## src/rtl/counter_ctrl_pkg.sv

```systemverilog
// Shared types and defaults for the counter run-control sequencer.
// Optional prescaler is enabled with COUNTER_CTRL_PRESCALE_EN.
package counter_ctrl_pkg;

    localparam int DEF_WIDTH      = 8;
    localparam int DEF_PRESCALE_W = 4;

    localparam logic [DEF_WIDTH-1:0] DEF_PERIOD = '1;

    typedef enum logic [1:0] {
        IDLE = 2'd0,
        RUN  = 2'd1,
        DONE = 2'd2
    } state_t;

endpackage

```

## src/rtl/counter_ctrl_core.sv

```systemverilog
// Counter datapath: synchronous clear, enable, wrap at the period.
// No control state lives here; counter_ctrl sequences it.
module counter_core #(
    parameter int WIDTH = 8
) (
    input  logic             clk,
    input  logic             reset,
    input  logic             clr,
    input  logic             en,
    input  logic [WIDTH-1:0] period,
    output logic [WIDTH-1:0] value,
    output logic             wrap
);

    assign wrap = en && (value == period);

    always_ff @(posedge clk or negedge reset) begin
        if (!reset) begin
            value <= '0;
        end else if (clr) begin
            value <= '0;
        end else if (en) begin
            value <= wrap ? '0 : value + 1'b1;
        end
    end

endmodule

```

## src/rtl/counter_ctrl.sv

```systemverilog
// Run-control FSM, configuration registers and tick/done outputs.
// Define COUNTER_CTRL_PRESCALE_EN to add the cfg_prescale divider.
module counter_ctrl
    import counter_ctrl_pkg::*;
#(
    parameter int WIDTH = DEF_WIDTH
`ifdef COUNTER_CTRL_PRESCALE_EN
    ,
    parameter int PRESCALE_W = DEF_PRESCALE_W
`endif
) (
    input  logic                  clk,
    input  logic                  reset,
    input  logic                  cfg_we,
    input  logic [WIDTH-1:0]      cfg_period,
    input  logic                  cfg_oneshot,
`ifdef COUNTER_CTRL_PRESCALE_EN
    input  logic [PRESCALE_W-1:0] cfg_prescale,
`endif
    input  logic                  start,
    input  logic                  stop,
    output logic [WIDTH-1:0]      value,
    output logic                  busy,
    output logic                  tick,
    output logic                  done
);

    state_t           state;
    state_t           state_nx;
    logic [WIDTH-1:0] period_r;
    logic             oneshot_r;
    logic             tick_r;
    logic             done_r;
    logic             en;
    logic             run_en;
    logic             clr;
    logic             wrap;
    logic             latch;
    logic             tick_nx;
    logic             done_nx;

    assign run_en = en && (state == RUN);

    always_comb begin
        state_nx = state;
        clr      = 1'b0;
        latch    = 1'b0;
        tick_nx  = 1'b0;
        done_nx  = done_r;
        unique case (state)
            IDLE: begin
                latch = cfg_we;
                if (start) begin
                    state_nx = RUN;
                    clr      = 1'b1;
                end
            end
            RUN: begin
                // stop outranks restart, which outranks a wrap
                if (stop) begin
                    state_nx = IDLE;
                    clr      = 1'b1;
                end else if (start) begin
                    clr = 1'b1;
                end else if (wrap) begin
                    tick_nx = 1'b1;
                    if (oneshot_r) begin
                        state_nx = DONE;
                        done_nx  = 1'b1;
                    end
                end
            end
            DONE: begin
                if (stop) begin
                    state_nx = IDLE;
                    done_nx  = 1'b0;
                end else if (start) begin
                    state_nx = RUN;
                    done_nx  = 1'b0;
                    clr      = 1'b1;
                end else if (cfg_we) begin
                    latch    = 1'b1;
                    state_nx = IDLE;
                    done_nx  = 1'b0;
                end
            end
            default: begin
                state_nx = IDLE;
                done_nx  = 1'b0;
            end
        endcase
    end

    always_ff @(posedge clk or negedge reset) begin
        if (!reset) begin
            state     <= IDLE;
            period_r  <= '1;
            oneshot_r <= 1'b0;
            tick_r    <= 1'b0;
            done_r    <= 1'b0;
        end else begin
            state  <= state_nx;
            tick_r <= tick_nx;
            done_r <= done_nx;
            if (latch) begin
                period_r  <= cfg_period;
                oneshot_r <= cfg_oneshot;
            end
        end
    end

`ifdef COUNTER_CTRL_PRESCALE_EN
    logic [PRESCALE_W-1:0] pre_r;
    logic [PRESCALE_W-1:0] ps_cnt;

    assign en = (ps_cnt == pre_r);

    always_ff @(posedge clk or negedge reset) begin
        if (!reset) begin
            pre_r  <= '0;
            ps_cnt <= '0;
        end else begin
            if (latch) begin
                pre_r <= cfg_prescale;
            end
            if (state != RUN || start || stop || en) begin
                ps_cnt <= '0;
            end else begin
                ps_cnt <= ps_cnt + 1'b1;
            end
        end
    end
`else
    assign en = 1'b1;
`endif

    counter_core #(
        .WIDTH(WIDTH)
    ) u_core (
        .clk   (clk),
        .reset (reset),
        .clr   (clr),
        .en    (run_en),
        .period(period_r),
        .value (value),
        .wrap  (wrap)
    );

    assign busy = (state == RUN);
    assign tick = tick_r;
    assign done = done_r;

endmodule

```

## config.mk

```make
export PLATFORM = sky130hd
export DESIGN_NAME = counter_ctrl
export DESIGN_NICKNAME = d
export VERILOG_FILES = /design/src/rtl/counter_ctrl_pkg.sv /design/src/rtl/counter_ctrl_core.sv /design/src/rtl/counter_ctrl.sv
export SDC_FILE = /design/constraint.sdc
export NUM_CORES = 1
export LEC_CHECK = 0
export CELL_PAD_IN_SITES_DETAIL_PLACEMENT = 1
export CELL_PAD_IN_SITES_GLOBAL_PLACEMENT = 1
export CORE_MARGIN = 1
export CORE_UTILIZATION = 38
export CTS_CLUSTER_DIAMETER = 60
export DETAILED_ROUTE_END_ITERATION = 8
export PLACE_DENSITY_LB_ADDON = 0.1
export SETUP_SLACK_MARGIN = 0.2
export SYNTH_ARGS = -nofsm -noshare
export SYNTH_HDL_FRONTEND = slang
export SYNTH_SLANG_ARGS = --single-unit
```

## constraint.sdc

```tcl
create_clock -name clk -period 2 [get_ports clk]
set_clock_uncertainty 0.1 [all_clocks]
set_input_delay 0.6 -clock clk [delete_from_list [all_inputs] [get_ports clk]]
set_output_delay 0.6 -clock clk [all_outputs]
set_load 0.03 [all_outputs]
```

==> impl_metrics.csv <==
group,metric,value,unit
critical_path,worstSetupEndpointType,"flip-flop",
synth,synth_top_area_cell,"dfrtp_1",
cts,clock_sinks,21,
route,wl_per_cell,16.6,µm
job,maxCapViolations,0,
global_routing,grt_max_degree,22,
global_routing,grt_overflow,0,
power,max-vdd-ir-drop,0.473,mV
synth,syn_area,1100,µm²
outcome,outcome,"complete, no violations",
critical_path,critPathLaunchType,"flip-flop",
critical_path,critPathRequiredTime,2140,ps
critical_path,worstSetupPathType,"flip-flop to flip-flop",
power,power_frac_seq,51.6,%
power,p_sw,0.314,mW
synth,avgSynthCellArea,10.9,µm²
critical_path,regToRegEndpoint,"u_core.value[7]$_DFFE_PN0P_",
cts,numCtsBuffers,3,
power,p_total,1.05,mW
placement,dp_hpwl,2060,µm
critical_path,critPathTopFamily,"simple AND/OR/NAND/NOR gates",
power,cellPowerDensity,666,nW/µm²
cts,tritoncts,"built",
hold_path,min_from,"done$_DFFE_PN0P_",
synth,ys_types,31,
cts,clk_pin_slew,120,ps
die,die_y,55.8,µm
die,ios,25,
finish,final_cell_mix,"buf_4, xnor2_1, dfrtp_1, clkdlybuf4s50_1, mux2_2",
timing,hold_ws,429,ps
critical_path,r2r.worst_path.cells,5,
synth,yosysWarnings,0,
die,dieArea,3120,µm²
timing,fmax,540,MHz
placement,place_area,1480,µm²
cts,htreeDepth,1,
global_routing,antenna_found_initial,0,
power,pwr-share-clk,20.6,%
critical_path,critPathBufInv,1,
power,internal_power,0.731,mW
power,sw_frac_of_total,30.1,%
route,drtIter0Drc,13,
critical_path,crit_chain,"buf_4 > o21a_4 > or3_4 > or3_4 > a211oi_2",
finish,antennaDiodeCount,0,
route,num_vias,965,
power,p_comb_share,27.8,%
critical_path,crit_slowest_cell,"dfrtp_2",
timing,rsz0062_at_grt,"true",
synth,synth.area.top_cells,"dfrtp_1, dfstp_2, xnor2_1",
timing,drv_slew,0,
die,die_x,55.8,µm
die,initial_core_util,39.9,%
critical_path,slowest_delay,430,ps
timing,setup-tns-final,0,ps
global_routing,grt_pass1_vias,1041,
critical_path,path_common_cell,"or3_4",
finish,final_common_cell,"buf_4",
synth,ys_ff_latch,21,
placement,portBuffers,24,
power,p_leak,0.662,nW
route,wl,2980,µm
finish,area_growth,42.6,%
critical_path,rrSetupSlack,150,ps
synth,synth.top_cell.area_share,29.5,%
finish,fin_nets,165,
finish,final_area,1570,µm²
die,coreArea,2760,µm²
placement,placedCellCount,169,
timing,fin_crit,1850,ps
timing,hold_viol,0,
die,fp-row-count,19,
cts,root_buffer,"clkbuf_4",
cts,cts_buffer_depth,2,
critical_path,crit_path_max_fanout,4,
synth,syn_nets,116,
cts,clock_latency,320,ps
hold_path,hp-class,"flip-flop to flip-flop",
timing,setup_viol,0,
timing,relSlewSlack,78.1,%
finish,layout-drive-gt1-share,42.3,%
critical_path,arrival,1990,ps
timing,min_period_over_period,92.7,%
synth,syn_inst,101,
synth,synth-seq-area-share,48.6,%
global_routing,track_usage,20.4,%
route,via_per_inst,5.36,
route,final_antenna_net_count,0,
hold_path,whs_endpoint,"done$_DFFE_PN0P_",
route,dr.pass1.iters,4,
finish,fin_cells,180,
hold_path,min_path_cells,2,
route,remaining_drc_errors,0,
timing,fin_ws,147,ps
finish,final_util,56.9,%
placement,place_congestion,0.750,
critical_path,r2r-start,"state[0]$_DFFE_PN0P_",
placement,pre_cts_ws,-324,ps
timing,tightest_slew,326,ps
global_routing,grt_pass1_wl,4830,µm
kinds of logic (layout without fill, tap and decap cells):
| logic type | count (synthesis) | in the layout | synth area share, % |
|---|---|---|---|
| simple gates | 38 | 38 | 18.3 |
| flops | 21 | 21 | 48.6 |
| xor+xnor | 14 | 14 | 11.1 |
| compound gates | 12 | 12 | 7.95 |
| mux | 10 | 10 | 10.1 |
| buf+inv | 5 | 53 | 2.73 |
| fa+ha+maj | 1 | 1 | 1.14 |
synth_stat cells (all sizes together):
cell type / number
a211oi: 1
a21oi: 2
and2: 2
buf: 2
clkbuf: 1
dfrtp: 13
dfstp: 8
ha: 1
inv: 2
mux2: 9
mux2i: 1
nand2: 7
nand3: 4
nand3b: 1
nand4: 2
nor2: 5
nor2b: 1
nor3: 9
nor4: 3
nor4b: 1
o2111ai: 1
o211ai: 1
o21a: 1
o21ai: 5
o41ai: 1
or3: 2
or4: 1
xnor2: 12
xor2: 2
layer usage:
metal	global-route usage [%]	part of all wire, %	up-vias
met3	3.26	3.9	9
li1	-	-	459
met2	34.3	48	29
met1	25.3	45	468
met5	0	0	-
met4	10.5	3.2	0
power by group through the flow:
stage                     clock [mW]  combinational (mW)  sequential [mW]
final                          0.215               0.291            0.539
after global routing           0.234               0.313            0.547
after CTS                      0.222               0.280            0.539
after detailed placement           0               0.260            0.552
after global placement             0               0.250            0.548
after floorplan                    0               0.148            0.554
layout make-up:
type / instances / area, µm²
multi-input cells: 75 / 573
inverters: 2 / 7.51
fillers: 310 / 1190
repair buffers: 47 / 387
flip-flops and latches: 21 / 538
well taps: 31 / 38.8
clock buffers: 4 / 26.3
what timing repair did:
item	CTS	global route
pin swaps	2	2
setup endpoints to repair	26	12
endpoints found under the hold margin	0	0
setup buffers	5	2
hold buffers	0	0
resized for setup	25	12
flip-flops by register name, indices dropped and copies added (netlist names):
name	cells
done	1
oneshot_r	1
period_r	8
state	2
tick	1
u_core.value	8
worst reg2reg max path, cell delays in order (launching register included):
cell      delay (ps)
dfrtp_2          430
buf_4            150
o21a_4           210
or3_4            330
or3_4            390
a211oi_2         170
how the worst max path moves through the flow:
stage / start / endpoint / depth (start not counted)
finish: state[0]$_DFFE_PN0P_ / u_core.value[7]$_DFFE_PN0P_ / 5
detailed placement: stop / u_core.value[7]$_DFFE_PN0P_ / 5
CTS: u_core.value[2]$_DFFE_PN0P_ / value[2] / 1
floorplan: stop / u_core.value[7]$_DFFE_PN0P_ / 5
global route: state[0]$_DFFE_PN0P_ / u_core.value[7]$_DFFE_PN0P_ / 5
global placement: stop / u_core.value[7]$_DFFE_PN0P_ / 5
Note: power is estimated with default switching activity, not from simulation.
